## src/rtl/alu_arbiter_if.sv

```systemverilog
// Requester-facing channels of alu_arbiter: a request channel (op/operands) and a
// response channel (result), one valid/ready pair per requester on each.
interface alu_arbiter_if #(
  parameter int N   = 8,
  parameter int R   = 2,
  parameter int OPW = 4
);
  // A transfer happens on a rising clk edge where valid and ready are both high.
  // valid never waits on ready, and the payload holds while valid is high and not accepted.
  logic [R-1:0]     req_valid;
  logic [R-1:0]     req_ready;
  logic [R*OPW-1:0] req_op;
  logic [R*N-1:0]   req_a;
  logic [R*N-1:0]   req_b;
  logic [R-1:0]     resp_valid;
  logic [N-1:0]     resp_data;
  logic [R-1:0]     resp_ready;

  modport master (
    output req_valid, req_op, req_a, req_b, resp_ready,
    input  req_ready, resp_valid, resp_data
  );

  modport slave (
    input  req_valid, req_op, req_a, req_b, resp_ready,
    output req_ready, resp_valid, resp_data
  );
endinterface

```

## src/rtl/alu_arbiter.sv

```systemverilog
// Shares one combinational ALU among R requesters via an issue stage and a response stage.
// Define ALU_ARB_RR_EN for round-robin grant; otherwise the lowest valid index wins.
module alu_arbiter #(
  parameter int N   = 8,
  parameter int R   = 2,
  parameter int OPW = 4
) (
  input  logic           clk,
  input  logic           rst,
  alu_arbiter_if.slave   bus,
  output logic [OPW-1:0] alu_op,
  output logic [N-1:0]   alu_a,
  output logic [N-1:0]   alu_b,
  input  logic [N-1:0]   alu_out
);
  localparam int IW = (R > 1) ? $clog2(R) : 1;

  logic          iss_v;
  logic          res_v;
  logic [IW-1:0] iss_id;
  logic [IW-1:0] res_id;
  logic          res_adv;
  logic          iss_adv;
  logic          win_v;
  logic [IW-1:0] win;
  logic          accept;

`ifdef ALU_ARB_RR_EN
  logic [IW-1:0] rr_ptr;
`endif

  assign res_adv = !res_v || bus.resp_ready[res_id];
  assign iss_adv = !iss_v || res_adv;
  assign accept  = win_v && iss_adv && !rst;

  // Winner is the first valid requester scanning upward (modulo R) from the start index.
  always_comb begin
    logic [IW-1:0] idx;
    int            start;
    win   = '0;
    win_v = 1'b0;
    idx   = '0;
`ifdef ALU_ARB_RR_EN
    start = int'(rr_ptr);
`else
    start = 0;
`endif
    for (int k = 0; k < R; k++) begin
      idx = IW'((start + k) % R);
      if (!win_v && bus.req_valid[idx]) begin
        win_v = 1'b1;
        win   = idx;
      end
    end
  end

  always_comb begin
    bus.req_ready = '0;
    if (win_v && !rst) bus.req_ready[win] = iss_adv;
  end

  always_comb begin
    bus.resp_valid = '0;
    if (res_v) bus.resp_valid[res_id] = 1'b1;
  end

  always_ff @(posedge clk) begin
    if (rst) begin
      iss_v         <= 1'b0;
      iss_id        <= '0;
      alu_op        <= '0;
      alu_a         <= '0;
      alu_b         <= '0;
      res_v         <= 1'b0;
      res_id        <= '0;
      bus.resp_data <= '0;
`ifdef ALU_ARB_RR_EN
      rr_ptr        <= '0;
`endif
    end else begin
      // The response stage takes the ALU result in the same cycle the issue stage may refill.
      if (res_adv) begin
        res_v <= iss_v;
        if (iss_v) begin
          bus.resp_data <= alu_out;
          res_id        <= iss_id;
        end
      end
      if (iss_adv) begin
        iss_v <= accept;
        if (accept) begin
          alu_op <= bus.req_op[int'(win)*OPW +: OPW];
          alu_a  <= bus.req_a[int'(win)*N +: N];
          alu_b  <= bus.req_b[int'(win)*N +: N];
          iss_id <= win;
`ifdef ALU_ARB_RR_EN
          rr_ptr <= (int'(win) == R - 1) ? '0 : win + 1'b1;
`endif
        end
      end
    end
  end
endmodule

```

## src/flat_wrapper.sv

```systemverilog
// flat-port wrapper written by rule: the top's interface ports become plain ports
module alu_arbiter_flat 
#(
  parameter int N   = 8,
  parameter int R   = 2,
  parameter int OPW = 4
)
  (clk, rst, alu_op, alu_a, alu_b, alu_out, bus_req_valid, bus_req_op, bus_req_a, bus_req_b, bus_resp_ready, bus_req_ready, bus_resp_valid, bus_resp_data);
  alu_arbiter_if #(.N(N), .R(R), .OPW(OPW)) bus_i ();
  input  logic clk;
  input  logic rst;
  output logic [OPW-1:0] alu_op;
  output logic [N-1:0] alu_a;
  output logic [N-1:0] alu_b;
  input  logic [N-1:0] alu_out;
  input wire logic [$bits(bus_i.req_valid)-1:0] bus_req_valid;
  input wire logic [$bits(bus_i.req_op)-1:0] bus_req_op;
  input wire logic [$bits(bus_i.req_a)-1:0] bus_req_a;
  input wire logic [$bits(bus_i.req_b)-1:0] bus_req_b;
  input wire logic [$bits(bus_i.resp_ready)-1:0] bus_resp_ready;
  output wire logic [$bits(bus_i.req_ready)-1:0] bus_req_ready;
  output wire logic [$bits(bus_i.resp_valid)-1:0] bus_resp_valid;
  output wire logic [$bits(bus_i.resp_data)-1:0] bus_resp_data;
  assign bus_i.req_valid = bus_req_valid;
  assign bus_i.req_op = bus_req_op;
  assign bus_i.req_a = bus_req_a;
  assign bus_i.req_b = bus_req_b;
  assign bus_i.resp_ready = bus_resp_ready;
  assign bus_req_ready = bus_i.req_ready;
  assign bus_resp_valid = bus_i.resp_valid;
  assign bus_resp_data = bus_i.resp_data;
  alu_arbiter #(.N(N), .R(R), .OPW(OPW)) u_core (.clk(clk), .rst(rst), .bus(bus_i), .alu_op(alu_op), .alu_a(alu_a), .alu_b(alu_b), .alu_out(alu_out));
endmodule
```

## config.mk

```make
export PLATFORM = sky130hd
export DESIGN_NAME = alu_arbiter_flat
export DESIGN_NICKNAME = d
export VERILOG_FILES = /design/src/rtl/alu_arbiter_if.sv /design/src/rtl/alu_arbiter.sv /design/src/flat_wrapper.sv
export SDC_FILE = /design/constraint.sdc
export NUM_CORES = 1
export LEC_CHECK = 0
export BUFFER_PORTS_ARGS = -buffer_cell sky130_fd_sc_hd__buf_2
export CAP_MARGIN = 15
export CELL_PAD_IN_SITES_DETAIL_PLACEMENT = 1
export CELL_PAD_IN_SITES_GLOBAL_PLACEMENT = 1
export CORE_MARGIN = 2
export CORE_UTILIZATION = 30
export DETAILED_ROUTE_END_ITERATION = 12
export HOLD_SLACK_MARGIN = 0.06
export PLACE_DENSITY_LB_ADDON = 0.1
export SYNTH_ARGS = -nofsm -noshare
export SYNTH_HDL_FRONTEND = slang
export SYNTH_SLANG_ARGS = --single-unit
```

## constraint.sdc

```tcl
create_clock -name clk -period 2.2 [get_ports clk]
set_clock_uncertainty 0.15 [all_clocks]
set_input_delay 0.44 -clock clk [delete_from_list [all_inputs] [get_ports clk]]
set_output_delay 0.44 -clock clk [all_outputs]
set_load 0.03 [all_outputs]
```

==> flow_results.xml, run 1 <==
<?xml version="1.0" encoding="UTF-8"?>
<metrics>
  <group name="placement">
    <metric name="dpl_cell_area" unit="um2">2039</metric>
    <metric name="port_buffers" unit="">85</metric>
    <metric name="hpwlAfterDp" unit="um">3124</metric>
    <metric name="finalWeightedCongestion" unit="">0.6786</metric>
    <metric name="dpl_worst_slack" unit="ps">351.7</metric>
  </group>
  <group name="clock_network">
    <metric name="post_cts_setup_driven_buffer_insertion_count" unit="">0</metric>
    <metric name="clockBufferDepth" unit="">2</metric>
    <metric name="cts_root_buf" unit="">sky130_fd_sc_hd__clkbuf_8</metric>
    <metric name="numClockSinks" unit="">32</metric>
    <metric name="worstSkewPairLatency" unit="ps">270</metric>
    <metric name="cts_tree" unit="">built</metric>
    <metric name="post_cts_sizing_count" unit="">0</metric>
    <metric name="cts_hold_buffers" unit="">0</metric>
    <metric name="cts.htree.levels" unit="">2</metric>
    <metric name="num_cts_buffers" unit="">5</metric>
    <metric name="clock_transition_at_the_register_clock_pins_on_the_worst_setup_and_hold_paths_after_cts" unit="ps">60</metric>
  </group>
  <group name="floorplan">
    <metric name="die_y" unit="um">75.68</metric>
    <metric name="floorplan_die_area" unit="um2">5727</metric>
    <metric name="rows" unit="">26</metric>
    <metric name="chipWidth" unit="um">75.68</metric>
    <metric name="start_util" unit="%">30.57</metric>
    <metric name="placeableCoreArea" unit="um2">5042</metric>
    <metric name="io_pins" unit="">86</metric>
  </group>
  <group name="pwr">
    <metric name="switchingPower" unit="uW">448.5</metric>
    <metric name="leakagePower" unit="uW">0.001162</metric>
    <metric name="seq_power_share" unit="%">44.7</metric>
    <metric name="intPower" unit="uW">1039</metric>
    <metric name="total_power_consumption" unit="uW">1487</metric>
    <metric name="power.share.clock" unit="%">30.8</metric>
    <metric name="power-per-cell-area" unit="nW/um2">698.3</metric>
    <metric name="comb_power_share" unit="%">24.5</metric>
    <metric name="share_of_total_power_consumed_by_net_switching" unit="%">30.16</metric>
    <metric name="vdd_drop_max" unit="V">0.0003024</metric>
  </group>
  <group name="timing">
    <metric name="fin_crit_sh" unit="%">89.10</metric>
    <metric name="post-route-worst-setup-slack" unit="ps">239.8</metric>
    <metric name="hold_violations" unit="">0</metric>
    <metric name="fin_hold_ws" unit="ps">263.8</metric>
    <metric name="actual_transition_at_the_worst_max_transition_pin" unit="ps">347.3</metric>
    <metric name="setup_repair_after_global_routing_missed_its_margin" unit="">no</metric>
    <metric name="timing.setup.tns" unit="ps">0</metric>
    <metric name="max_freq" unit="MHz">510.2</metric>
    <metric name="setup_viol_count_final" unit="">0</metric>
    <metric name="slew_headroom" unit="%">76.85</metric>
    <metric name="time_the_worst_path_needs_with_i_o_delays_and_setup" unit="ps">1960</metric>
    <metric name="report.final.slew_viol_count" unit="">0</metric>
  </group>
  <group name="drt">
    <metric name="drt_pass1_iterations" unit="">4</metric>
    <metric name="route.detailed.wl_per_inst" unit="um">12.96</metric>
    <metric name="antenna_violating_nets_post_route" unit="">0</metric>
    <metric name="post_drt_via_cell_ratio" unit="">4.461</metric>
    <metric name="dr_total_vias" unit="">1365</metric>
    <metric name="detail_route.drc_violations" unit="">0</metric>
    <metric name="wl" unit="um">3966</metric>
    <metric name="drt_first_iter_violations" unit="">55</metric>
  </group>
  <group name="layout">
    <metric name="antenna_cells_inserted" unit="">0</metric>
    <metric name="regArea" unit="um2">640.6</metric>
    <metric name="syn2layout_area_growth" unit="%">38.15</metric>
    <metric name="stdcell_area" unit="um2">2130</metric>
    <metric name="drive_above_1_share" unit="%">41.53</metric>
    <metric name="fillCellCount" unit="">616</metric>
    <metric name="final_common_cell" unit="">sky130_fd_sc_hd__buf_2</metric>
    <metric name="multiInputGateArea" unit="um2">833.3</metric>
    <metric name="nets" unit="">289</metric>
    <metric name="final_cell_mix" unit="">sky130_fd_sc_hd__buf_2 (85), sky130_fd_sc_hd__mux2i_1 (50), sky130_fd_sc_hd__nand2b_1 (39), sky130_fd_sc_hd__dfxtp_1 (32)</metric>
  </group>
  <group name="run_status">
    <metric name="status" unit="">finished clean</metric>
  </group>
  <group name="yosys">
    <metric name="synth_cell_types" unit="">19</metric>
    <metric name="synth_compound_area_share" unit="%">2.922</metric>
    <metric name="syn_inst" unit="">148</metric>
    <metric name="synth.mux.area_fraction" unit="%">32.47</metric>
    <metric name="yosys.area.top_type" unit="">sky130_fd_sc_hd__dfxtp_1</metric>
    <metric name="synth_area_per_cell" unit="um2">10.42</metric>
    <metric name="post-synth-top-area-fraction" unit="%">41.56</metric>
    <metric name="synth_adder_area_share" unit="%">0</metric>
    <metric name="synth-seq-cells" unit="">32</metric>
    <metric name="synth_top_family_by_area" unit="">multiplexers</metric>
    <metric name="synth_cell_area" unit="um2">1541</metric>
    <metric name="basic_gate_share_of_the_synthesized_area_counting_and_or_nand_and_nor_cells" unit="%">18.67</metric>
    <metric name="synthesis.nets" unit="">202</metric>
    <metric name="yosys_warnings" unit="">0</metric>
    <metric name="synth_seq_area_share" unit="%">41.56</metric>
    <metric name="synth_xor_area_share" unit="%">0</metric>
    <metric name="netlist_top_cells_area" unit="">sky130_fd_sc_hd__dfxtp_1 (42%), sky130_fd_sc_hd__mux2i_1 (32%), sky130_fd_sc_hd__nand2b_1 (16%), sky130_fd_sc_hd__buf_6 (1.5%), sky130_fd_sc_hd__clkbuf_1 (1.5%)</metric>
  </group>
  <group name="flow_run">
    <metric name="drv_cap" unit="">0</metric>
  </group>
  <group name="critical_path">
    <metric name="path_max_fanout" unit="">4</metric>
    <metric name="worst-setup-path-type" unit="">flop to output port</metric>
    <metric name="worst-endpoint-arrival" unit="ps">1370</metric>
    <metric name="setup.worst_path.start_class" unit="">flop</metric>
    <metric name="critPathCaptureType" unit="">output port</metric>
    <metric name="critPathRequiredTime" unit="ps">1610</metric>
  </group>
  <group name="hold_path">
    <metric name="min-delay-path-class" unit="">input pin to flop</metric>
  </group>
  <group name="grt">
    <metric name="antenna_found_initial" unit="">0</metric>
    <metric name="grt_first_pass_wirelength" unit="um">6120</metric>
    <metric name="maximum_number_of_pins_on_one_net_before_global_route_repair" unit="">28</metric>
    <metric name="grt_overflow_total" unit="">0</metric>
    <metric name="total_grt_usage" unit="%">14.43</metric>
    <metric name="first_global_vias" unit="">1411</metric>
  </group>
</metrics>
stage by stage:
stage / cells / util (%)
global route: 306 / 42.23
floorplan: 148 / -
global placement: 298 / 40.45
finish: 306 / 42.23
detailed placement: 298 / 40.45
CTS: 306 / 42.23
state kept, by name (all words and copies together) (netlist names):
name                  count
u_core.alu_op             4
u_core.iss_id             1
u_core.iss_v              1
u_core.bus.resp_data      8
u_core.alu_a              8
u_core.res_id             1
u_core.res_v              1
u_core.alu_b              8
power groups by stage:
stage | sequential [uW] | clock [uW] | combinational, uW
after floorplan | 773 | 0 | 142
after global placement | 674 | 0 | 359
after detailed placement | 677 | 0 | 370
after CTS | 665 | 478 | 371
after global routing | 672 | 511 | 394
final | 665 | 458 | 365
worst paths after layout:
path / end / start / slack [ps] / cells past startpoint
hold / removal: u_core.iss_id / bus_req_valid[0] / 260 / 2
setup reg to reg: u_core.alu_b[2] / u_core.res_id / 490 / 5
setup / recovery: bus_req_ready[0] / u_core.res_id / 240 / 4
hold reg to reg: u_core.bus.resp_data[2] / u_core.bus.resp_data[2] / 320 / 2
logic make-up (layout without fill, tap and decap cells):
| kind of cell | count (synthesis) | after routing |
|---|---|---|
| buf+inv | 13 | 101 |
| flops | 32 | 32 |
| mux | 50 | 50 |
| simple gates | 47 | 47 |
| compound gates | 6 | 6 |
final cells by class:
type	instances	area share [%]
well taps	70	4.113
inverters	2	0.3525
clock buffers	8	4.230
repair buffers	91	22.09
multi-input cells	103	39.13
flip-flops and latches	32	30.08
layer usage:
metal  global-route usage (%)  part of all wire, %  vias up
li1                         -                    -      677
met3                    6.746                  8.6        5
met1                    16.31                   42      627
met5                        0                    0        -
met2                    24.44                   49       56
met4                    4.094                 0.88        0
cell usage after synthesis:
cell                       number
sky130_fd_sc_hd__mux2i_1       50
sky130_fd_sc_hd__nand2b_1      39
sky130_fd_sc_hd__dfxtp_1       32
sky130_fd_sc_hd__clkbuf_1       6
sky130_fd_sc_hd__buf_2          3
sky130_fd_sc_hd__a21oi_1        2
sky130_fd_sc_hd__buf_6          2
sky130_fd_sc_hd__inv_1          2
sky130_fd_sc_hd__nor2_1         2
sky130_fd_sc_hd__a21boi_0       1
sky130_fd_sc_hd__a221oi_1       1
sky130_fd_sc_hd__a311o_1        1
sky130_fd_sc_hd__a31o_2         1
sky130_fd_sc_hd__and2_1         1
sky130_fd_sc_hd__and3_1         1
sky130_fd_sc_hd__nand3_1        1
sky130_fd_sc_hd__nor2b_1        1
sky130_fd_sc_hd__nor3_1         1
sky130_fd_sc_hd__nor3b_1        1
critical path, stage by stage, from the launching register on:
cell and delay, ps:
sky130_fd_sc_hd__dfxtp_1 380, sky130_fd_sc_hd__mux2i_1 110, sky130_fd_sc_hd__and3_1 210, sky130_fd_sc_hd__nor3b_1 170, sky130_fd_sc_hd__buf_2 220
No activity file was read; power rests on OpenSTA's default activity.
==> inputs of run 2 (changes only) <==
--- a/config.mk
+++ b/config.mk
@@ -10,7 +10,7 @@
 export CELL_PAD_IN_SITES_DETAIL_PLACEMENT = 1
 export CELL_PAD_IN_SITES_GLOBAL_PLACEMENT = 1
 export CORE_MARGIN = 2
-export CORE_UTILIZATION = 30
+export CORE_UTILIZATION = 32
 export DETAILED_ROUTE_END_ITERATION = 12
 export HOLD_SLACK_MARGIN = 0.06
 export PLACE_DENSITY_LB_ADDON = 0.1
==> flow_results.xml, run 2 (synthesis gave the netlist of run 1 again) <==
<?xml version="1.0" encoding="UTF-8"?>
<metrics>
  <group name="timing">
    <metric name="hold_violations" unit="">0</metric>
    <metric name="setup_repair_after_global_routing_missed_its_margin" unit="">no</metric>
    <metric name="report.final.slew_viol_count" unit="">0</metric>
    <metric name="fin_crit_sh" unit="%">87.59</metric>
    <metric name="timing.setup.tns" unit="ps">0</metric>
    <metric name="time_the_worst_path_needs_with_i_o_delays_and_setup" unit="ps">1927</metric>
    <metric name="actual_transition_at_the_worst_max_transition_pin" unit="ps">343.4</metric>
    <metric name="setup_viol_count_final" unit="">0</metric>
    <metric name="max_freq" unit="MHz">519.0</metric>
    <metric name="slew_headroom" unit="%">77.10</metric>
  </group>
  <group name="critical_path">
    <metric name="cell_depth_of_the_worst_setup_path" unit="">4</metric>
    <metric name="critPathRequiredTime" unit="ps">1610</metric>
    <metric name="worst-endpoint-arrival" unit="ps">1340</metric>
    <metric name="reg2reg_depth" unit="">5</metric>
    <metric name="cpMaxStageDelayCell" unit="">sky130_fd_sc_hd__dfxtp_1</metric>
    <metric name="critical_path.cell_chain" unit="">mux2i_1 -&gt; and3_1 -&gt; nor3b_1 -&gt; buf_2</metric>
    <metric name="critPathBufInv" unit="">1</metric>
    <metric name="setup.worst_path.start_class" unit="">flop</metric>
    <metric name="path_max_fanout" unit="">4</metric>
    <metric name="worst-setup-path-type" unit="">flop to output port</metric>
    <metric name="critPathMaxStageDelay" unit="ps">380</metric>
    <metric name="worst_path_dominant_cell_family" unit="">flip-flops</metric>
    <metric name="critPathCaptureType" unit="">output port</metric>
  </group>
  <group name="clock_network">
    <metric name="cts_hold_buffers" unit="">0</metric>
    <metric name="cts_root_buf" unit="">sky130_fd_sc_hd__clkbuf_8</metric>
    <metric name="numClockSinks" unit="">32</metric>
    <metric name="clock_transition_at_the_register_clock_pins_on_the_worst_setup_and_hold_paths_after_cts" unit="ps">60</metric>
    <metric name="cts_tree" unit="">built</metric>
    <metric name="cts.htree.levels" unit="">2</metric>
    <metric name="num_cts_buffers" unit="">5</metric>
    <metric name="post_cts_sizing_count" unit="">0</metric>
    <metric name="post_cts_setup_driven_buffer_insertion_count" unit="">0</metric>
    <metric name="clockBufferDepth" unit="">2</metric>
    <metric name="worstSkewPairLatency" unit="ps">270</metric>
  </group>
  <group name="layout">
    <metric name="regArea" unit="um2">640.6</metric>
    <metric name="multiInputGateArea" unit="um2">833.3</metric>
    <metric name="nets" unit="">288</metric>
    <metric name="syn2layout_area_growth" unit="%">36.36</metric>
    <metric name="reg_top3" unit="">u_core.alu_a x8, u_core.alu_b x8, u_core.bus.resp_data x8</metric>
    <metric name="drive_above_1_share" unit="%">41.45</metric>
    <metric name="fillCellCount" unit="">580</metric>
    <metric name="final_cell_mix" unit="">sky130_fd_sc_hd__buf_2 (85), sky130_fd_sc_hd__mux2i_1 (50), sky130_fd_sc_hd__nand2b_1 (39), sky130_fd_sc_hd__dfxtp_1 (32), sky130_fd_sc_hd__clkbuf_8 (5)</metric>
    <metric name="antenna_cells_inserted" unit="">0</metric>
    <metric name="fin_cells" unit="">288</metric>
    <metric name="final_common_cell" unit="">sky130_fd_sc_hd__buf_2</metric>
  </group>
  <group name="placement">
    <metric name="finalWeightedCongestion" unit="">0.7460</metric>
    <metric name="placedCellCount" unit="">281</metric>
    <metric name="hpwlAfterDp" unit="um">3064</metric>
    <metric name="port_buffers" unit="">85</metric>
  </group>
  <group name="drt">
    <metric name="route.detailed.wl_per_inst" unit="um">13.57</metric>
    <metric name="dr_total_vias" unit="">1343</metric>
    <metric name="wl" unit="um">3908</metric>
    <metric name="drt_pass1_iterations" unit="">4</metric>
    <metric name="antenna_violating_nets_post_route" unit="">0</metric>
    <metric name="post_drt_via_cell_ratio" unit="">4.663</metric>
    <metric name="drt_first_iter_violations" unit="">46</metric>
    <metric name="detail_route.drc_violations" unit="">0</metric>
  </group>
  <group name="pwr">
    <metric name="power-per-cell-area" unit="nW/um2">686.8</metric>
    <metric name="total_power_consumption" unit="uW">1444</metric>
    <metric name="vdd_drop_max" unit="V">0.0002542</metric>
    <metric name="leakagePower" unit="uW">0.001158</metric>
  </group>
  <group name="floorplan">
    <metric name="floorplan_die_area" unit="um2">5388</metric>
    <metric name="start_util" unit="%">32.85</metric>
    <metric name="io_pins" unit="">86</metric>
    <metric name="rows" unit="">25</metric>
    <metric name="die_y" unit="um">73.41</metric>
    <metric name="placeableCoreArea" unit="um2">4692</metric>
    <metric name="chipWidth" unit="um">73.41</metric>
  </group>
  <group name="hold_path">
    <metric name="holdPathStages" unit="">2</metric>
    <metric name="min-delay-path-class" unit="">input pin to flop</metric>
  </group>
  <group name="grt">
    <metric name="grt_overflow_total" unit="">0</metric>
    <metric name="grt_first_pass_wirelength" unit="um">6113</metric>
    <metric name="antenna_found_initial" unit="">0</metric>
    <metric name="total_grt_usage" unit="%">14.75</metric>
    <metric name="first_global_vias" unit="">1374</metric>
    <metric name="maximum_number_of_pins_on_one_net_before_global_route_repair" unit="">27</metric>
  </group>
  <group name="run_status">
    <metric name="status" unit="">finished clean</metric>
  </group>
  <group name="flow_run">
    <metric name="drv_cap" unit="">0</metric>
  </group>
</metrics>
run 2: cell types whose count changed in the layout (fill, tap and decap cells not counted), sizes merged:
| cell | delta |
|---|---|
| buf | -1 |
| clkbuf | -2 |
| clkinv | +1 |
run 2: power by group:
| part | leakage, uW | internal [uW] | switching (uW) | total, uW |
|---|---|---|---|---|
| Clock | 0.0000410 | 215 | 199 | 414 |
| Sequential | 0.000266 | 634 | 29.8 | 664 |
| Combinational | 0.000851 | 151 | 215 | 366 |
run 2: cell type report:
cell class                 instances  share of cell area [%]
inverter                           2                  0.3571
timing repair buffer              90                   22.62
sequential                        32                   30.48
clock inverter                     1                  0.2381
clock buffer                       6                   3.452
multi-input combinational        103                   39.64
tap                               54                   3.214
run 2: path summary, 6_finish.rpt:
check,startpoint,slack (ps),end
max reg2reg,u_core.res_id,540,u_core.alu_a[0]
max,u_core.res_id,270,bus_req_ready[0]
min,bus_req_valid[0],260,u_core.iss_id
min reg2reg,u_core.bus.resp_data[0],320,u_core.bus.resp_data[0]
run 2: per-layer routing:
layer  vias to the layer above  GRT usage [%]  part of all wire [%]
li1                        676              -                     -
met1                       612          16.22                    40
met2                        53          26.53                    52
met3                         2          4.801                   8.0
met4                         0          5.051                  0.51
met5                         -              0                     0
run 2: through the flow:
step	area [um2]	hold WS (ps)	util [%]	setup WS, ps
global placement	2024	304.6	43.15	456.3
floorplan	1541	297.3	-	67.96
global route	2102	280.1	44.80	137.6
CTS	2102	245.9	44.80	234.3
detailed placement	2024	315.9	43.15	420.9
finish	2102	257.4	44.80	273.1
run 2: worst reg2reg max path, stage by stage, from the launching register on:
cell	delay, ps
sky130_fd_sc_hd__dfxtp_1	380
sky130_fd_sc_hd__mux2i_1	240
sky130_fd_sc_hd__buf_4	170
sky130_fd_sc_hd__a311o_1	230
sky130_fd_sc_hd__buf_12	200
sky130_fd_sc_hd__mux2i_1	220
